**src/rtl/ysyx_23060072_pkg.sv**
```systemverilog
// Shared types and defaults for the ysyx_23060072 memory arbiter.
// Holds the arbiter FSM state encoding, the requester grant encoding
// and the default address/data widths used by the arbiter ports.
package ysyx_23060072_pkg;

  localparam int ARB_ADDR_W = 32;
  localparam int ARB_DATA_W = 32;

  typedef enum logic [1:0] {
    IDLE     = 2'd0,
    REQ      = 2'd1,
    WAIT_RSP = 2'd2
  } state_e;

  typedef enum logic {
    GNT_IFU = 1'b0,
    GNT_LSU = 1'b1
  } grant_e;

endpackage

```
**src/rtl/ysyx_23060072_rr_arb2.sv**
```systemverilog
// Two-way round-robin chooser between the IFU (req[0]) and LSU (req[1]).
// Purely combinational; the parent owns and updates last_grant.
module ysyx_23060072_rr_arb2
  import ysyx_23060072_pkg::*;
(
  input  logic [1:0] req,
  input  grant_e     last_grant,
  output grant_e     grant
);

  // A lone requester wins; on a tie (or no request) favour whoever was not served last
  always_comb begin
    grant = GNT_IFU;
    case (req)
      2'b01:   grant = GNT_IFU;
      2'b10:   grant = GNT_LSU;
      default: grant = (last_grant == GNT_IFU) ? GNT_LSU : GNT_IFU;
    endcase
  end

endmodule

```
**src/rtl/ysyx_23060072_mem_arbiter.sv**
```systemverilog
// Arbiter sharing one memory port between the instruction fetch unit and
// the load/store unit. One transaction is outstanding at a time; ties are
// broken round-robin. Optional watchdog enabled by defining
// YSYX_23060072_ARB_TIMEOUT_EN: a stuck transaction is closed with an
// error response after TIMEOUT_CYCLES cycles.
module ysyx_23060072_mem_arbiter
  import ysyx_23060072_pkg::*;
#(
  parameter int ADDR_W         = ARB_ADDR_W,
  parameter int DATA_W         = ARB_DATA_W,
  parameter int TIMEOUT_CYCLES = 255
) (
  input  logic                clk,
  input  logic                rst,

  input  logic                ifu_req_valid,
  output logic                ifu_req_ready,
  input  logic [ADDR_W-1:0]   ifu_addr,
  output logic                ifu_rsp_valid,
  output logic                ifu_rsp_err,
  output logic [DATA_W-1:0]   ifu_rdata,

  input  logic                lsu_req_valid,
  output logic                lsu_req_ready,
  input  logic [ADDR_W-1:0]   lsu_addr,
  input  logic                lsu_wen,
  input  logic [DATA_W-1:0]   lsu_wdata,
  input  logic [DATA_W/8-1:0] lsu_wmask,
  output logic                lsu_rsp_valid,
  output logic                lsu_rsp_err,
  output logic [DATA_W-1:0]   lsu_rdata,

  output logic                mem_req_valid,
  input  logic                mem_req_ready,
  output logic [ADDR_W-1:0]   mem_addr,
  output logic                mem_wen,
  output logic [DATA_W-1:0]   mem_wdata,
  output logic [DATA_W/8-1:0] mem_wmask,
  input  logic                mem_rsp_valid,
  input  logic                mem_rsp_err,
  input  logic [DATA_W-1:0]   mem_rdata
);

  localparam int MASK_W = DATA_W / 8;

  state_e              state;
  grant_e              last_grant;
  grant_e              grant_id;
  grant_e              winner;
  logic [ADDR_W-1:0]   req_addr;
  logic                req_wen;
  logic [DATA_W-1:0]   req_wdata;
  logic [MASK_W-1:0]   req_wmask;

  logic                hs_ifu;
  logic                hs_lsu;
  logic                rsp_fire;
  logic                rsp_err_n;
  logic [DATA_W-1:0]   rsp_data_n;

  ysyx_23060072_rr_arb2 u_rr_arb2 (
    .req        ({lsu_req_valid, ifu_req_valid}),
    .last_grant (last_grant),
    .grant      (winner)
  );

  // Only the arbitration winner sees ready, and only while no transaction is in flight
  always_comb begin
    ifu_req_ready = (state == IDLE) && (winner == GNT_IFU);
    lsu_req_ready = (state == IDLE) && (winner == GNT_LSU);
    hs_ifu        = ifu_req_valid && ifu_req_ready;
    hs_lsu        = lsu_req_valid && lsu_req_ready;
  end

  assign mem_req_valid = (state == REQ);
  assign mem_addr      = req_addr;
  assign mem_wen       = req_wen;
  assign mem_wdata     = req_wdata;
  assign mem_wmask     = req_wmask;

`ifdef YSYX_23060072_ARB_TIMEOUT_EN
  localparam int CNT_W = ($clog2(TIMEOUT_CYCLES + 1) > 8) ? $clog2(TIMEOUT_CYCLES + 1) : 8;

  logic [CNT_W-1:0] wdog_cnt;
  logic             timeout_hit;

  // Watchdog counts cycles spent in REQ/WAIT_RSP and restarts whenever the FSM is idle
  always_ff @(posedge clk) begin
    if (rst) begin
      wdog_cnt <= '0;
    end else if (state == IDLE) begin
      wdog_cnt <= '0;
    end else begin
      wdog_cnt <= wdog_cnt + 1'b1;
    end
  end

  assign timeout_hit = (state != IDLE) && (wdog_cnt == CNT_W'(TIMEOUT_CYCLES - 1));
`else
  wire unused_timeout = (TIMEOUT_CYCLES != 0);
`endif

  // Decide whether the outstanding transaction completes this cycle, and with what data
  always_comb begin
    rsp_fire   = 1'b0;
    rsp_err_n  = mem_rsp_err;
    rsp_data_n = mem_rdata;
    case (state)
      REQ:      rsp_fire = mem_req_ready && mem_rsp_valid;
      WAIT_RSP: rsp_fire = mem_rsp_valid;
      default:  rsp_fire = 1'b0;
    endcase
`ifdef YSYX_23060072_ARB_TIMEOUT_EN
    if (timeout_hit && !rsp_fire) begin
      rsp_fire   = 1'b1;
      rsp_err_n  = 1'b1;
      rsp_data_n = '0;
    end
`endif
  end

  // Arbiter FSM: accept a request, drive it to memory, return the response to its owner
  always_ff @(posedge clk) begin
    if (rst) begin
      state         <= IDLE;
      last_grant    <= GNT_LSU;
      grant_id      <= GNT_IFU;
      req_addr      <= '0;
      req_wen       <= 1'b0;
      req_wdata     <= '0;
      req_wmask     <= '0;
      ifu_rsp_valid <= 1'b0;
      ifu_rsp_err   <= 1'b0;
      ifu_rdata     <= '0;
      lsu_rsp_valid <= 1'b0;
      lsu_rsp_err   <= 1'b0;
      lsu_rdata     <= '0;
    end else begin
      ifu_rsp_valid <= 1'b0;
      ifu_rsp_err   <= 1'b0;
      lsu_rsp_valid <= 1'b0;
      lsu_rsp_err   <= 1'b0;
      case (state)
        IDLE: begin
          if (hs_ifu) begin
            req_addr   <= ifu_addr;
            req_wen    <= 1'b0;
            req_wdata  <= '0;
            req_wmask  <= '0;
            grant_id   <= GNT_IFU;
            last_grant <= GNT_IFU;
            state      <= REQ;
          end else if (hs_lsu) begin
            req_addr   <= lsu_addr;
            req_wen    <= lsu_wen;
            req_wdata  <= lsu_wdata;
            req_wmask  <= lsu_wmask;
            grant_id   <= GNT_LSU;
            last_grant <= GNT_LSU;
            state      <= REQ;
          end
        end
        REQ, WAIT_RSP: begin
          if (rsp_fire) begin
            if (grant_id == GNT_IFU) begin
              ifu_rsp_valid <= 1'b1;
              ifu_rsp_err   <= rsp_err_n;
              ifu_rdata     <= rsp_data_n;
            end else begin
              lsu_rsp_valid <= 1'b1;
              lsu_rsp_err   <= rsp_err_n;
              lsu_rdata     <= rsp_data_n;
            end
            state <= IDLE;
          end else if ((state == REQ) && mem_req_ready) begin
            state <= WAIT_RSP;
          end
        end
        default: state <= IDLE;
      endcase
    end
  end

endmodule

```
**config.mk**
```make
export PLATFORM = sky130hd
export DESIGN_NAME = ysyx_23060072_mem_arbiter
export DESIGN_NICKNAME = d
export VERILOG_FILES = /design/src/rtl/ysyx_23060072_pkg.sv /design/src/rtl/ysyx_23060072_rr_arb2.sv /design/src/rtl/ysyx_23060072_mem_arbiter.sv
export SDC_FILE = /design/constraint.sdc
export NUM_CORES = 1
export LEC_CHECK = 0
export ABC_CLOCK_PERIOD_IN_PS = 5800
export CAP_MARGIN = 20
export CORE_UTILIZATION = 44
export DETAILED_ROUTE_END_ITERATION = 6
export MAX_ROUTING_LAYER = met4
export PLACE_DENSITY = 0.82
export RECOVER_POWER = 25
export SYNTH_ARGS = -nofsm -noshare
export SYNTH_HDL_FRONTEND = slang
export SYNTH_SLANG_ARGS = --single-unit
```
**constraint.sdc**
```tcl
create_clock -name clk -period 5.8 [get_ports clk]
set_input_delay 1.16 -clock clk [delete_from_list [all_inputs] [get_ports clk]]
set_output_delay 1.16 -clock clk [all_outputs]
set_load 0.03 [all_outputs]
```
# Word level (Yosys, flattened, before mapping)
# Cells that the tools add are included.
classes:
  eq_ne: 6
  n_mux: 20
  n_bitwise: 4
  n_reduce_logical: 16
op_table:
  columns: ["operator", "count"]
  rows:
  - ["two-way mux 32 bit", 4]
  - ["two-way mux 2 bit", 4]
  - ["two-way mux 4 bit", 2]
  - ["OR reduction 4 bit", 2]
  - ["two-way mux 1 bit", 7]
  - ["logical AND 1 bit", 6]
  - ["!= test 3 bit (second input constant)", 2]
  - ["AND reduction 3 bit", 2]
  - ["equality test 2 x 1 -> 1 bit (second input constant)", 2]
  - ["equality test 2 bit (second input constant)", 2]
  - ["inverter 1 bit", 4]
  - ["one-hot mux 1 bit (2 select lines)", 2]
  - ["one-hot mux 2 bit (2 select lines)", 1]
  - ["AND reduction 2 bit", 2]
  - ["OR reduction 3 bit", 1]
  - ["zero test 2 bit", 1]
  - ["nonzero test 2 bit", 1]
  - ["OR reduction 2 bit", 1]
word_totals:
  ff_bits: 141
  inputBits: 140
  out_inout_bits: 140
  wordCells: 59

# Depth between registers and ports, before layout
# Gate-level depths: netlist of run 1.
logic_depth:
  depth_word: 7
  depth_mapped: 10
  mapped_depth_nobuf: 6

# By module
# Synthesis of run 1 repeated with hierarchy kept, for this count alone.
unflattened:
  hier_cells: 609
  hier_area_um2: 5619.1
modules_own_cells:
  columns: ["mod", "n_inst", "cells_per_inst", "area_each_um2", "seq_area_each_um2"]
  rows:
  - ["ysyx_23060072_mem_arbiter", 1, 605, 5589.1, 2822.7]
  - ["ysyx_23060072_rr_arb2", 1, 4, 30.0, 0.0]

# Least setup slack after synthesis of run 1
# OpenSTA, ideal clock, no wires.
synth_path:
  path_type: "input -> output"
  startpoint: "input port ifu_req_valid"
  endpoint: "output port lsu_req_ready"
  arrival_ns: 2.838
  required_time_ns: 4.640
  setup_slack_ns: 1.802
  path_stages: 9
  n_path_buf: 4
  cell_sequence: "clkbuf_1 > inv_1 > ha_1 > nand2b_4 > buf_6 > and2_4 > buf_6 > buf_2 > nor2_1"
synth_between:
  elab_chain_cells: 3
  elab_cells_between_ends: 4
  cone_classes: "eq/ne (2); mux (1); reduce/logical (1)"
synth_lines:
  columns: ["item", "line_no", "rtl"]
  rows:
  - ["start: declaration", "ysyx_23060072_mem_arbiter.sv:16", "input logic ifu_req_valid,"]
  - ["equality test 2 bit or equality test 2 x 1 -> 1 bit (tied branches)", "ysyx_23060072_rr_arb2.sv:14", "case (req)"]
  - ["one-hot mux 1 bit (2 select lines) *", "ysyx_23060072_rr_arb2.sv:14", null]
  - ["logical AND 1 bit *", "ysyx_23060072_mem_arbiter.sv:70", "lsu_req_ready = (state == IDLE) && (winner == GNT_LSU);"]
  - ["end: declaration", "ysyx_23060072_mem_arbiter.sv:24", "output logic lsu_req_ready,"]
# Mark *: on every way between the ends. The rest lies on a longest branch, timed or not.

# Worst setup path after layout of run 1
# Ends and elaborated chain as after synthesis.

==> run_results.csv, run 1 <==
group,metric,value,unit
run_status,run_status,"finished, violations left",
run_status,violations,"max-capacitance violations, max-slew violations",
setup_path,startpoint,"ifu_req_valid",
placed_design,place_inst,1048,
sta,fin_crit,4860,ps
grt,antenna_found_initial,1,
clocking,cts_sinks,141,
final_layout,drive_gt1_frac,0.123,
clocking,clock-root-buffer,"clkbuf_16",
clocking,clock_path_buffers,2,
sta,setup_slack,938,ps
setup_path,cpMaxStageDelayCell,"and2_4",
die,start_util,0.450,
yosys,synth_edf_count,0,
final_layout,syn_to_final_growth,58.1,%
clocking,insertion_delay,410,ps
power_and_ir_drop,power.leakage,3.45,nW
power_and_ir_drop,powerDensity,375,nW/um2
sta,finalHoldViolations,0,
die,io-pin-count,280,
die,rows,42,
placed_design,pre_cts_ws,1020,ps
power_and_ir_drop,power,3.52,mW
setup_path,rrSetupSlack,3010,ps
setup_path,r2r_cells,7,
power_and_ir_drop,ir_drop,0.000213,V
clocking,h-tree-depth,4,
final_layout,stdcell_count,1081,
placed_design,place_hpwl,12.8,mm
sta,timing.fmax,206,MHz
final_layout,nets,1037,
setup_path,crit_chain,"clkdlybuf4s50_1 -> buf_4 -> inv_1 -> ha_1 -> nand2b_1 -> and2_4 -> nor2_1 -> buf_4",
sta,slew_headroom,-0.0947,
clocking,numCtsBuffers,17,
yosys,ys_seq_area_frac,0.476,
detailed_routing,viasPerCell,5.39,
grt,grt_pass1_vias,5544,
die,core,13200,um2
yosys,synth_nets,789,
clocking,cts_tree,"yes",
worst_hold_path,hp-class,"reg -> reg",
setup_path,crit_fanout,39,
grt,grt.overflow.total,0,
setup_path,r2r_end,"lsu_rdata[7]",
detailed_routing,antenna_left,0,
grt,grt_first_pass_wirelength,28.4,mm
yosys,avgSynthCellArea,9.21,um2
detailed_routing,vias,5825,
setup_path,end_kind,"primary output",
yosys,ys_ff_latch,141,
clocking,clk_pin_slew,50,ps
sta,slew_viol_final,70,
clocking,postCtsSetupBuffers,0,
setup_path,worst-path-buf-inv,4,
detailed_routing,dr.first_iter.drc_count,477,
die,dieArea,14000,um2
sta,setup_viol,0,
clocking,cts-hold-fix-buffers,0,
clocking,cts_resized,0,
detailed_routing,wl,18.5,mm
yosys,synth_ff_type,"dfxtp_1",
setup_path,critical_path.max_stage_delay,520,ps
run,cap_viol_max_count,2,
yosys,netlist_area,5930,um2
setup_path,startpoint_type,"input port",
yosys,ys_types,34,
placed_design,io_buffers,279,
setup_path,crit_end,"lsu_req_ready",
die,die_h,118,um
sta,post-route-period-util,0.838,
sta,setup_tns,0,ps
die,die_w,118,um
detailed_routing,dr.pass1.iters,5,
setup_path,crit_top_cell,"buf_4",
grt,grt_max_degree,71,
setup_path,required,4640,ps
setup_path,rr_startpoint,"state[1]",
sta,fin_skew,4.85,ps
placed_design,place.gp.congestion,0.867,
setup_path,crit_cells,8,
setup_path,worstPathArrival,3700,ps
setup_path,critPathTopFamily,"buffers and inverters",
detailed_routing,wire_per_inst,17.1,um
setup_path,critPathKind,"in -> out",
sta,tightest_slew,1640,ps
yosys,syn_inst,644,
grt,grt_usage,0.266,
yosys,synth_warnings,0,
sta,rsz0062_at_grt,"false",
yosys,synthArstFlopShare,0,
detailed_routing,drt_drc_violations_left,0,
-- metrics by stage --
step / hold WS (ps) / cell area (um2) / util
6_report: 454 / 9380 / 0.711
5_1_grt: 471 / 9380 / 0.711
3_3_place_gp: 442 / 8690 / 0.659
4_1_cts: 455 / 9370 / 0.710
2_1_floorplan: 477 / 5930 / -
3_5_place_dp: 447 / 8760 / 0.664
-- metal layers --
layer	up-vias	GRT usage	part of all wire
li1	2763	-	-
met4	0	0.133	0.033
met1	2805	0.309	0.41
met2	213	0.436	0.50
met5	-	-	0
met3	44	0.0565	0.053
-- cell usage in the layout, fill, tap and decap left out, drive strengths merged, types with 23 or more instances in the layout --
| cell | instances |
|---|---|
| dfxtp | 141 |
| a21oi | 69 |
| nand4b | 32 |
| o21ai | 38 |
| clkbuf | 23 |
| nand2b | 34 |
| a32o | 34 |
| nand2 | 134 |
| clkdlybuf4s50 | 268 |
| inv | 39 |
| a221oi | 33 |
-- synth_stat cells, types with 2 or more instances --
master    count  area [um2]
and3_1        2        12.5
a21oi_1      69         345
o21ai_0      34         170
a21o_1        2        15.0
dfxtp_1     141        2820
o21ai_1       3        15.0
inv_1        39         146
nand4b_1     32         280
and4_1        2        17.5
clkbuf_1     35         131
ha_1          5        62.6
nor2_1        6        22.5
buf_6        10         113
buf_1         6        22.5
a32o_1        5        50.1
nand2_1     134         503
a221oi_2     32         480
nand4_1       2        12.5
nand2b_1     33         206
a32o_2       29         327
buf_2        10        50.1
-- cells by family after synthesis --
logic type | count (synthesis) | share of synthesized area
DFF | 141 | 0.476
muxes | 1 | 0.00190
and+or+nand+nor | 214 | 0.184
buffers and inverters | 101 | 0.0793
AOI/OAI and AO/OA | 182 | 0.248
adders and majority gates | 5 | 0.0105
-- worst min-delay path by stage --
stage	start	to	slack, ps	cells past startpoint
after floorplan	grant_id	grant_id	480	2
after global placement	ifu_rdata[9]	ifu_rdata[9]	440	2
after detailed placement	lsu_rdata[15]	lsu_rdata[15]	450	2
after CTS	ifu_rdata[16]	ifu_rdata[16]	460	2
after global routing	lsu_rdata[27]	lsu_rdata[27]	470	2
final	lsu_rdata[31]	lsu_rdata[31]	450	2
-- power by group --
group / internal, mW / switching, mW / leakage, nW / total [mW]
logic: 0.497 / 0.741 / 2.01 / 1.24
clock network: 0.708 / 0.403 / 0.299 / 1.11
registers: 1.10 / 0.0702 / 1.15 / 1.17
-- cell type report --
| cell class | instances | area [um2] |
|---|---|---|
| timing repair buffer | 291 | 2930 |
| clock inverter | 10 | 139 |
| clock buffer | 21 | 470 |
| inverter | 39 | 146 |
| fill | 979 | 3810 |
| tap | 176 | 220 |
| antenna | 1 | 2.50 |
| multi-input combinational | 402 | 2650 |
| sequential | 141 | 2820 |
-- worst min-delay path, stage by stage (launching register included) --
cell and delay [ps]:
dfxtp_1 310, nand2_1 50, a21oi_1 50
-- flip-flops by register name, summed over array words and instances, names as in the netlist --
signal	cells
ifu_rdata	32
lsu_rdata	32
mem_addr	32
mem_wdata	32
mem_wmask	4
state	2
grant_id	1
ifu_rsp_err	1
ifu_rsp_valid	1
last_grant	1
lsu_rsp_err	1
lsu_rsp_valid	1
mem_wen	1
No activity file was read; power rests on OpenSTA's default activity.
==> run 2: changes to the inputs <==
- ABC_CLOCK_PERIOD_IN_PS: 5800 -> 4720
- CORE_UTILIZATION: 44 -> 41
- PLACE_DENSITY: 0.82 -> 0.77
- clock period: 5.8 -> 4.72 ns (I/O delays scaled with it)
==> run_results.csv, run 2 (synthesized netlist as in run 1, its figures left out) <==
group,metric,value,unit
run_status,run_status,"finished, violations left",
run_status,violations,"max-capacitance violations, max-slew violations",
sta,fin_skew,7.70,ps
power_and_ir_drop,powerDensity,451,nW/um2
final_layout,n_antenna_cell,0,
power_and_ir_drop,p_switching,1.49,mW
detailed_routing,dr.first_iter.drc_count,320,
die,die_h,122,um
sta,setup_tns,0,ps
setup_path,rrSetupSlack,2090,ps
clocking,insertion_delay,410,ps
placed_design,dpl_cell_area,8770,um2
detailed_routing,dr.pass1.iters,5,
setup_path,startpoint_type,"input port",
placed_design,io_buffers,279,
grt,grt_usage,0.253,
clocking,clock_path_buffers,2,
power_and_ir_drop,internal_power,2.73,mW
clocking,h-tree-depth,4,
detailed_routing,wire_per_inst,17.4,um
clocking,clock-root-buffer,"clkbuf_16",
sta,fin_crit,3830,ps
clocking,cts_sinks,141,
power_and_ir_drop,switching_share,0.352,
detailed_routing,wl,18.9,mm
clocking,numCtsBuffers,17,
worst_hold_path,holdCritStartpoint,"lsu_rdata[8]",
grt,grt_first_pass_wirelength,28.7,mm
grt,antenna_found_initial,0,
final_layout,final_cell_mix,"clkdlybuf4s50_1, dfxtp_1, nand2_1",
die,dieArea,15000,um2
detailed_routing,drt_drc_violations_left,0,
die,die_w,122,um
setup_path,r2r_cells,7,
setup_path,required,3780,ps
clocking,postCtsSetupBuffers,0,
sta,finalHoldViolations,0,
clocking,cts-hold-fix-buffers,0,
power_and_ir_drop,power.leakage,3.53,nW
die,io-pin-count,280,
grt,grt_pass1_vias,5661,
setup_path,rr_startpoint,"state[1]",
setup_path,critPathKind,"in -> out",
sta,slew_viol_final,74,
detailed_routing,antenna_left,0,
setup_path,worstPathArrival,2890,ps
final_layout,drive_gt1_frac,0.118,
final_layout,nets,1039,
final_layout,stdcell_area,9340,um2
placed_design,place_hpwl,13.1,mm
die,start_util,0.424,
setup_path,r2r_end,"ifu_rdata[5]",
sta,rsz0062_at_grt,"false",
run,cap_viol_max_count,2,
worst_hold_path,min_to,"lsu_rdata[8]",
sta,hold-worst-slack,452,ps
sta,setup_viol,0,
worst_hold_path,worstHoldPathCells,2,
sta,post-route-period-util,0.811,
sta,timing.fmax,261,MHz
detailed_routing,vias,5746,
detailed_routing,viasPerCell,5.30,
sta,tightest_slew,1620,ps
power_and_ir_drop,combPwrFrac,0.362,
setup_path,crit_fanout,2,
die,rows,43,
final_layout,layout_commonest_cell,"clkdlybuf4s50_1",
clocking,cts_resized,0,
placed_design,place.gp.congestion,0.872,
clocking,cts_tree,"yes",
clocking,clk_pin_slew,60,ps
final_layout,syn_to_final_growth,57.4,%
grt,grt_max_degree,62,
setup_path,end_kind,"primary output",
die,core,14000,um2
worst_hold_path,hp-class,"reg -> reg",
power_and_ir_drop,clkPwrFrac,0.297,
grt,grt.overflow.total,0,
sta,slew_headroom,-0.0814,
power_and_ir_drop,power,4.22,mW
power_and_ir_drop,ir_drop,0.000316,V
power_and_ir_drop,seq_power_share,0.340,
run 2: area by class of cell:
cell class / instances / area [um2]
flip-flops and latches: 141 / 2820
clock inverters: 5 / 60.1
clock buffers: 24 / 492
multi-input cells: 402 / 2650
well taps: 180 / 225
fillers: 1117 / 4650
inverters: 39 / 146
repair buffers: 293 / 2940
run 2: layer usage:
layer / up-vias / wire (um) / GRT usage
met5: - / 0 / -
met3: 39 / 951 / 0.0483
met2: 205 / 9600 / 0.422
met4: 0 / 591 / 0.108
met1: 2739 / 7750 / 0.297
li1: 2763 / - / -
run 2: power groups by stage:
stage               logic [mW]  clock network [mW]  registers (mW)
floorplan                0.695                   0            1.74
global placement          1.50                   0            1.45
detailed placement        1.54                   0            1.46
CTS                       1.54                1.27            1.44
global route              1.62                1.33            1.45
finish                    1.53                1.25            1.44
run 2: how the worst max path moves through the flow:
stage	startpoint	endpoint	slack, ps
after floorplan	ifu_req_valid	lsu_req_ready	1150
after global placement	ifu_req_valid	lsu_req_ready	910
after detailed placement	ifu_req_valid	lsu_req_ready	870
after CTS	ifu_req_valid	lsu_req_ready	870
after global routing	ifu_req_valid	lsu_req_ready	800
final	ifu_req_valid	lsu_req_ready	890
run 2: critical path, stage by stage:
cell and delay (ps):
clkdlybuf4s50_1 480, inv_1 60, ha_1 310, nand2b_4 150, and2_4 150, nor2_1 100, clkdlybuf4s50_1 680
run 2: metrics by stage:
stage	utilization	instances	worst slack, ps
floorplan	-	644	1150
global placement	0.624	1052	906
detailed placement	0.627	1054	874
CTS	0.666	1083	872
global route	0.668	1084	800
finish	0.668	1084	890
==> run 3: changes to the inputs <==
- ABC_CLOCK_PERIOD_IN_PS: 4720 -> 3200
- CORE_UTILIZATION: 41 -> 37
- PLACE_DENSITY: 0.77 -> 0.73
- clock period: 4.72 -> 3.2 ns (I/O delays scaled with it)
==> run_results.csv, run 3 (synthesized netlist as in run 1, its figures left out) <==
group,metric,value,unit
run_status,run_status,"finished, violations left",
run_status,violations,"max-capacitance violations, max-slew violations",
clocking,cts-hold-fix-buffers,0,
sta,timing.fmax,340,MHz
detailed_routing,drt_drc_violations_left,0,
worst_hold_path,hp-class,"reg -> reg",
die,start_util,0.385,
placed_design,io_buffers,279,
setup_path,critical_path.max_stage_delay,500,ps
sta,finalHoldViolations,0,
setup_path,required,2560,ps
placed_design,place.gp.congestion,0.859,
sta,setup_tns,0,ps
clocking,postCtsSetupBuffers,0,
final_layout,nets,1043,
final_layout,stdcell_area,9470,um2
clocking,clk_pin_slew,60,ps
setup_path,rr_startpoint,"state[1]",
clocking,cts_resized,0,
clocking,insertion_delay,420,ps
grt,grt_max_degree,67,
power_and_ir_drop,ir_drop,0.000461,V
placed_design,dpl_cell_area,8830,um2
detailed_routing,viasPerCell,5.04,
setup_path,crit_chain,"clkdlybuf4s50_1 -> inv_1 -> ha_1 -> nand2b_4 -> and2_4 -> nor2_1 -> buf_4",
clocking,clock_path_buffers,2,
final_layout,drive_gt1_frac,0.130,
die,die_h,129,um
die,dieArea,16500,um2
final_layout,syn_to_final_growth,59.5,%
grt,grt_pass1_vias,5477,
die,rows,45,
detailed_routing,dr.first_iter.drc_count,283,
setup_path,r2r_cells,7,
sta,setup_viol,0,
setup_path,r2r_end,"lsu_rdata[12]",
setup_path,critPathKind,"in -> out",
detailed_routing,antenna_left,0,
run,cap_viol_max_count,2,
clocking,clock-root-buffer,"clkbuf_16",
clocking,cts_sinks,141,
sta,tightest_slew,1690,ps
detailed_routing,dr.pass1.iters,5,
clocking,h-tree-depth,4,
setup_path,worstPathArrival,2300,ps
power_and_ir_drop,power.leakage,3.46,nW
detailed_routing,vias,5656,
grt,antenna_found_initial,1,
sta,hold-worst-slack,451,ps
clocking,numCtsBuffers,17,
die,core,15400,um2
detailed_routing,wire_per_inst,16.5,um
sta,fin_skew,9.10,ps
power_and_ir_drop,powerDensity,690,nW/um2
sta,fin_crit,2940,ps
setup_path,end_kind,"primary output",
die,io-pin-count,280,
grt,grt_usage,0.235,
setup_path,rrSetupSlack,500,ps
sta,post-route-period-util,0.920,
sta,slew_headroom,-0.126,
grt,grt_first_pass_wirelength,29.0,mm
setup_path,crit_fanout,20,
setup_path,cpMaxStageDelayCell,"clkdlybuf4s50_1",
sta,slew_viol_final,70,
setup_path,startpoint,"ifu_req_valid",
final_layout,final_cell_mix,"clkdlybuf4s50_1, dfxtp_1, nand2_1",
worst_hold_path,min_to,"lsu_rdata[0]",
detailed_routing,wl,18.6,mm
die,die_w,129,um
clocking,cts_tree,"yes",
worst_hold_path,holdCritStartpoint,"lsu_rdata[0]",
sta,rsz0062_at_grt,"false",
setup_path,startpoint_type,"input port",
worst_hold_path,worstHoldPathCells,2,
final_layout,layout_commonest_cell,"clkdlybuf4s50_1",
placed_design,place_hpwl,12.6,mm
grt,grt.overflow.total,0,
-- run 3: changes by cell type in the layout (fill, tap and decap cells not counted), sizes merged --
cell	previous run	this run
bufinv	1	4
buf	13	19
dlygate4sd3	38	1
diode	0	1
clkbuf	27	22
clkinv	3	4
clkdlybuf4s50	239	275
inv	39	41
clkinvlp	1	2
-- run 3: worst max-delay path by stage --
stage / end / slack, ps / cells after the start
after floorplan: lsu_req_ready / 240 / 9
after global placement: lsu_req_ready / 270 / 7
after detailed placement: lsu_req_ready / 270 / 7
after CTS: lsu_req_ready / 260 / 7
after global routing: lsu_req_ready / 190 / 7
final: lsu_req_ready / 260 / 7
-- run 3: final cells by class --
| class | instances | area, um2 |
|---|---|---|
| timing repair buffer | 297 | 2940 |
| tap | 211 | 264 |
| antenna | 1 | 2.50 |
| multi-input combinational | 402 | 2650 |
| sequential | 141 | 2820 |
| inverter | 39 | 146 |
| clock inverter | 12 | 184 |
| clock buffer | 20 | 457 |
| fill | 1370 | 5960 |
-- run 3: routing by layer --
metal / up-vias / GRT usage / part of all wire
li1: 2775 / - / -
met1: 2621 / 0.285 / 0.43
met2: 215 / 0.364 / 0.47
met3: 45 / 0.0470 / 0.057
met4: 0 / 0.132 / 0.042
met5: - / - / 0
-- run 3: stage by stage --
stage / setup WS [ps] / power [mW] / cells / util
after floorplan: 242 / 3.59 / 644 / -
after global placement: 266 / 4.42 / 1090 / 0.572
after detailed placement: 274 / 4.44 / 1090 / 0.572
after CTS: 264 / 6.57 / 1122 / 0.614
after global routing: 194 / 6.83 / 1123 / 0.614
final: 256 / 6.53 / 1123 / 0.614
-- run 3: worst max-delay path: cells and delay by family --
family                   cells  cell delay [ps]
buffers and inverters        3              740
adder cells (fa/ha/maj)      1              300
AND/OR/NAND/NOR              3              610
-- run 3: report_power, final --
part | internal, mW | switching [mW]
clock | 1.35 | 0.780
sequential | 1.99 | 0.120
combinational | 0.933 | 1.35
